[config.mk]
export PLATFORM = sky130hd
export DESIGN_NAME = lsu_mem_initiator
export DESIGN_NICKNAME = d
export VERILOG_FILES = /design/src/rtl/lsu_pkg.sv /design/src/rtl/lsu_lane_unit.sv /design/src/rtl/lsu_mem_initiator.sv
export SDC_FILE = /design/constraint.sdc
export NUM_CORES = 1
export LEC_CHECK = 0
export BUFFER_PORTS_ARGS = -buffer_cell sky130_fd_sc_hd__buf_2
export CORE_MARGIN = 2
export CORE_UTILIZATION = 55
export CTS_CLUSTER_DIAMETER = 150
export DETAILED_ROUTE_END_ITERATION = 10
export PLACE_DENSITY = 0.83
export SYNTH_ARGS = -nofsm -noshare
export SYNTH_HDL_FRONTEND = slang
export SYNTH_SLANG_ARGS = --single-unit
[constraint.sdc]
create_clock -name clk -period 4.4 [get_ports clk]
set_input_delay 1.32 -clock clk [delete_from_list [all_inputs] [get_ports clk]]
set_output_delay 1.32 -clock clk [all_outputs]
set_load 0.02 [all_outputs]
[src/rtl/lsu_pkg.sv]
// Shared encodings for the load/store unit: access sizes, FSM states, alignment check.
package lsu_pkg;

  localparam logic [1:0] SZ_BYTE = 2'b00;
  localparam logic [1:0] SZ_HALF = 2'b01;
  localparam logic [1:0] SZ_WORD = 2'b10;
  localparam logic [1:0] SZ_ILL  = 2'b11;

  typedef enum logic [1:0] {
    ST_IDLE,
    ST_ACCESS,
    ST_WRITE,
    ST_RESP
  } lsu_state_t;

  // Bytes never misalign; an illegal size is flagged separately.
  function automatic logic is_misaligned(input logic [1:0] size, input logic [1:0] offset);
    logic bad;
    bad = 1'b0;
    case (size)
      SZ_HALF: bad = offset[0];
      SZ_WORD: bad = |offset;
      default: bad = 1'b0;
    endcase
    return bad;
  endfunction

endpackage

[src/rtl/lsu_lane_unit.sv]
// Little-endian byte-lane merge (stores) and extract/extend (loads); purely combinational.
// Zero latency; no flow control.
module lsu_lane_unit
  import lsu_pkg::*;
#(
  parameter int DATA_W = 32
) (
  input  logic [1:0]        size,
  input  logic [1:0]        offset,
  input  logic              sgn,
  input  logic [DATA_W-1:0] old_word,
  input  logic [DATA_W-1:0] wdata,
  output logic [DATA_W-1:0] merged,
  output logic [DATA_W-1:0] extracted
);

  logic [7:0]  byte_lane;
  logic [15:0] half_lane;

  always_comb begin
    merged    = old_word;
    extracted = '0;
    byte_lane = old_word[{offset, 3'b000} +: 8];
    half_lane = old_word[{offset[1], 4'b0000} +: 16];
    case (size)
      SZ_BYTE: begin
        merged[{offset, 3'b000} +: 8] = wdata[7:0];
        extracted = {{(DATA_W-8){sgn & byte_lane[7]}}, byte_lane};
      end
      SZ_HALF: begin
        merged[{offset[1], 4'b0000} +: 16] = wdata[15:0];
        extracted = {{(DATA_W-16){sgn & half_lane[15]}}, half_lane};
      end
      default: begin
        merged    = wdata;
        extracted = old_word;
      end
    endcase
  end

endmodule

[src/rtl/lsu_mem_initiator.sv]
// Load/store unit to word-addressed data memory; latency err 1, load/sw 2, sub-word store 3 (RMW).
// One request in flight: req_ready only in IDLE; response held until resp_ready.
module lsu_mem_initiator
  import lsu_pkg::*;
#(
  parameter int ADDR_W    = 32,
  parameter int DATA_W    = 32,
  parameter int MEM_WORDS = 64
) (
  input  logic              clk,
  input  logic              rst_n,
  input  logic              req_valid,
  output logic              req_ready,
  input  logic              req_we,
  input  logic [1:0]        req_size,
  input  logic              req_signed,
  input  logic [ADDR_W-1:0] req_addr,
  input  logic [DATA_W-1:0] req_wdata,
  output logic              resp_valid,
  input  logic              resp_ready,
  output logic [DATA_W-1:0] resp_rdata,
  output logic              resp_err,
  output logic              mem_we,
  output logic [ADDR_W-1:0] mem_address,
  output logic [DATA_W-1:0] mem_writeData,
  input  logic [DATA_W-1:0] mem_readData
);

  lsu_state_t        state_q, state_d;
  logic              we_q, sgn_q, err_q;
  logic [1:0]        size_q;
  logic [ADDR_W-1:0] addr_q;
  logic [DATA_W-1:0] wdata_q, wr_word_q, rdata_q;
  logic [DATA_W-1:0] lane_merged, lane_extracted;
  logic              accept, req_err;
  logic [ADDR_W-1:0] word_idx_q;

  assign accept     = req_valid & req_ready;
  assign word_idx_q = {2'b00, addr_q[ADDR_W-1:2]};
  assign req_err    = (req_size == SZ_ILL)
                    | is_misaligned(req_size, req_addr[1:0])
                    | ((req_addr >> 2) >= ADDR_W'(MEM_WORDS));

  lsu_lane_unit #(.DATA_W(DATA_W)) u_lane (
    .size      (size_q),
    .offset    (addr_q[1:0]),
    .sgn       (sgn_q),
    .old_word  (mem_readData),
    .wdata     (wdata_q),
    .merged    (lane_merged),
    .extracted (lane_extracted)
  );

  always_ff @(posedge clk) begin
    if (!rst_n) state_q <= ST_IDLE;
    else        state_q <= state_d;
  end

  always_comb begin
    state_d       = state_q;
    req_ready     = 1'b0;
    resp_valid    = 1'b0;
    resp_rdata    = '0;
    resp_err      = 1'b0;
    mem_we        = 1'b0;
    mem_address   = '0;
    mem_writeData = '0;
    case (state_q)
      ST_IDLE: begin
        req_ready = 1'b1;
        if (accept) begin
          if (req_err)                          state_d = ST_RESP;
          else if (req_we && req_size == SZ_WORD) state_d = ST_WRITE;
          else                                  state_d = ST_ACCESS;
        end
      end
      ST_ACCESS: begin
        mem_address = word_idx_q;
        state_d     = we_q ? ST_WRITE : ST_RESP;
      end
      ST_WRITE: begin
        // Memory commits on the falling edge, so reset must kill the strobe combinationally.
        mem_we        = rst_n;
        mem_address   = word_idx_q;
        mem_writeData = wr_word_q;
        state_d       = ST_RESP;
      end
      ST_RESP: begin
        resp_valid = 1'b1;
        resp_rdata = rdata_q;
        resp_err   = err_q;
        if (resp_ready) state_d = ST_IDLE;
      end
      default: state_d = ST_IDLE;
    endcase
  end

  always_ff @(posedge clk) begin
    if (!rst_n) begin
      we_q      <= 1'b0;
      sgn_q     <= 1'b0;
      err_q     <= 1'b0;
      size_q    <= SZ_BYTE;
      addr_q    <= '0;
      wdata_q   <= '0;
      wr_word_q <= '0;
      rdata_q   <= '0;
    end else begin
      if (accept) begin
        we_q      <= req_we;
        sgn_q     <= req_signed;
        err_q     <= req_err;
        size_q    <= req_size;
        addr_q    <= req_addr;
        wdata_q   <= req_wdata;
        wr_word_q <= req_wdata;
        rdata_q   <= '0;
      end
      if (state_q == ST_ACCESS) begin
        if (we_q) wr_word_q <= lane_merged;
        else      rdata_q   <= lane_extracted;
      end
    end
  end

endmodule

==> results.txt <==
Once detail routing completed, the nets flagged for antenna violations numbered 0. The combined flip-flop and latch cell area is around 2700 sq um. The data arrival time of the worst path came out at 2.17 ns. The post-layout net count came out at 1221. For this run, design rule violations remaining after detail routing come to 0.

The number of flip-flops and latches in the synthesized netlist is 135. The path type of the worst min-delay path is flop to flop. The overall track demand over capacity in global routing came out at 0.305. The standard cell core area came out at 13400 sq um. For this block, the via count after detailed routing is 7588. The synthesized design spends more area on one cell type than any other, namely dfxtp_1. Counting every instance in the synthesized netlist gives 958. The highest ir drop seen on vdd came out at 0.000334 V. The reported max-cap violation count came out at 0.

For this design, the CTS-stage hold fixing added 0 buffers. The flow ran to the end, and the final reports show no timing, DRC or antenna violations. Wires add up to 22400 microns. The worst setup path is of the flop to output pin kind. The share of cells above drive strength 1 is 0.250. The die extent in x is 122 microns.

The type of destination of the critical path is an output pin. The number of buffers created by CTS came out at 17. Detailed placement ended at an HPWL of 15500 microns. The number of port buffers is 201.

Setup repair after global routing left no endpoint under its margin. The number of distinct library cells after synthesis came out at 54. Counting along the longest clock path gives a buffer depth of 2. The number of antenna violations at the first check in global routing came out at 0. The first detailed-routing pass ran for 5 iterations. The total inserted antenna cells is 0. In this run the worst setup path begins at state_q[0]. The most frequent cell after synthesis is nand2_1. For the final routed database, the setup TNS stands at 0 ns. The sequential share of the synthesized area came out at 0.355. The maximum operating frequency is approximately 290 MHz.

The number of enable-type register cells in the synthesized netlist is 0. The number of filler cells placed in the layout came out at 1137. The tree is rooted in a clkbuf_16. The deepest level of the CTS H-tree is 4. The startpoint identified for the worst register-to-register timing path is addr_q[1]. Dividing the detail-routed wire length by the instance count gives 17.4 microns.

The fraction of the cycle the final worst path needs is 0.794. The leakage power summed over all cells came out at 4.23 nW. The share of flip-flops with an asynchronous set or reset came out at 0.

The post-place setup slack is 1.31 ns. Yosys attributes the largest share of cell area to dfxtp_1 (36%), nand2_1 (11%), and2_1 (8.0%). The placement row count is 42. The placed instance area came out at 8560 sq um.

The final core utilization is 0.677. The tree built by TritonCTS fans out to 135 sinks. The maximum fanout encountered on the critical timing path is 34. The number of placed I/O pins came out at 204. The via count of the first global-routing pass is 6792. The total standard cell area after synthesis is 7610 sq um.

The maximum number of pins on one net before global-route repair is 80. The ratio of routed vias to standard cells came out at between 5 and 6. By count the netlist is led by nand2_1 (216), dfxtp_1 (135), and2_1 (97), a21boi_0 (68), clkbuf_1 (57). The area occupied by multi-input gates is 4430 sq um. The number of synthesis warnings came out at 0. The wire length of the first global-routing pass is roughly 35000 microns. For the worst setup path, the data required time is 3.08 ns. The layout-stage area growth over the synthesis result came out at 19.1%. For this configuration, the core starts out at a cell density of 0.568. For this run, the leading register cell type out of synthesis is dfxtp_1. The time the final worst path needs with I/O delays and setup is 3.49 ns.

The die area came out at 14800 sq um. The count of instances resized after the clock tree is built came out at 0. The count of endpoints failing setup in the final report came out at 0. Measured along the y axis, the die boundary spans approximately 120 microns.

Buffers added to address setup during post-CTS repair amount to 0. The area share of the largest cell type after synthesis is 0.355. The final number of max-transition violations was 0. The design area came out at 9070 sq um.

The later pin in the worst-skew pair is clocked with a latency of between 0.4 and 0.5 ns. The number of hold violations in the final report came out at 0. The power density of the placed cells is 523 nW/um^2. The number of DRC violations after detailed-routing iteration 0 is 728. The final worst clock skew is 0.00526 ns. The clock input transition at the sequential cells of the worst setup and hold paths came out at 0.05 ns. The startpoint class of the critical path is a flop. The final global-route overflow total came out at 0. The minimum setup slack in the final design is between 0.9 and 1 ns. In this run the mean area of a mapped cell was 7.95 sq um.

The worst max-slew margin expressed relative to the limit is 0.193. The transition at the pin with the smallest max-transition slack is ~1.2 ns. TritonCTS built the clock tree. The startpoint of the worst hold path is rdata_q[10].

The design draws 4.74 mW. The last weighted congestion value of the routability-driven placer came out at 0.971.
[per-stage QoR]
step                hold WS (ns)  std cells
CTS                        0.449       1291
floorplan                  0.419        959
global route               0.471       1291
finish                     0.451       1291
detailed placement         0.436       1262
global placement           0.428       1262
[kinds of logic (layout without fill, tap and decap cells)]
| logic type | Yosys count | count (layout) | synth area share |
|---|---|---|---|
| AND/OR/NAND/NOR | 438 | 438 | 0.291 |
| AO/OA/AOI/OAI | 245 | 245 | 0.246 |
| flip-flops | 135 | 135 | 0.355 |
| buffers and inverters | 115 | 271 | 0.0654 |
| adder cells (fa/ha/maj) | 12 | 12 | 0.0197 |
| multiplexers | 12 | 12 | 0.0220 |
| other | 1 | 2 | 0.000493 |
[critical path, cell delays in order (launching register included)]
cell and delay [ns]:
dfxtp_1 0.33, inv_1 0.11, ha_1 0.84, and2_1 0.28
buf_2 0.18
[power by group]
| group | switching [mW] | internal [mW] |
|---|---|---|
| sequential | 0.197 | 1.50 |
| combinational | 1.10 | 0.666 |
| clock | 0.512 | 0.759 |
[cell type report]
cell class | count | share of cell area
multi-input combinational | 709 | 0.489
sequential | 135 | 0.298
timing repair buffer | 211 | 0.121
clock buffer | 23 | 0.0494
tap | 176 | 0.0243
inverter | 31 | 0.0128
clock inverter | 6 | 0.00607
[placed cells by master, fill, tap and decap left out, types with 3 or more instances in the layout]
master,netlist,final
inv_1,31,31
nand3_1,34,34
nor2_1,3,3
a221oi_1,23,23
clkbuf_16,0,17
a31oi_1,8,8
a221o_1,24,24
o32ai_1,8,8
buf_2,14,201
a21oi_2,10,10
nor3b_1,10,10
nand3b_1,3,3
a21o_1,24,24
a31o_2,7,7
clkinv_2,0,5
dfxtp_1,135,134
nand2_1,216,214
o21ai_0,12,12
ha_1,12,12
and2_1,97,96
o211ai_1,17,17
nor4_1,7,7
mux2_2,8,8
a32oi_1,7,7
nor2b_1,14,13
buf_4,5,9
a21oi_1,32,32
mux4_2,3,3
a21boi_0,68,68
and3_1,33,33
clkbuf_1,57,6
[sequential cells by signal (all words and copies together), names as in the netlist]
name,cells
wdata_q,32
state_q,2
rdata_q,32
wr_word_q,32
addr_q,32
sgn_q,1
err_q,1
size_q,2
we_q,1
[metal layers]
metal  share of wire  GRT usage  up-vias
met5               0          0        -
met4           0.039      0.148        0
met3            0.10     0.0852       67
met2            0.45      0.465      413
met1            0.41      0.398     3474
li1                -          -     3634
[worst paths after layout]
| kind | cells after the start | slack, ns | endpoint |
|---|---|---|---|
| hold reg to reg | 1 | 0.45 | rdata_q[10] |
| setup / recovery | 4 | 0.91 | mem_we |
| setup reg to reg | 6 | 1.60 | wr_word_q[21] |
| hold / removal | 1 | 0.45 | rdata_q[10] |
No activity file was read; power rests on OpenSTA's default activity.
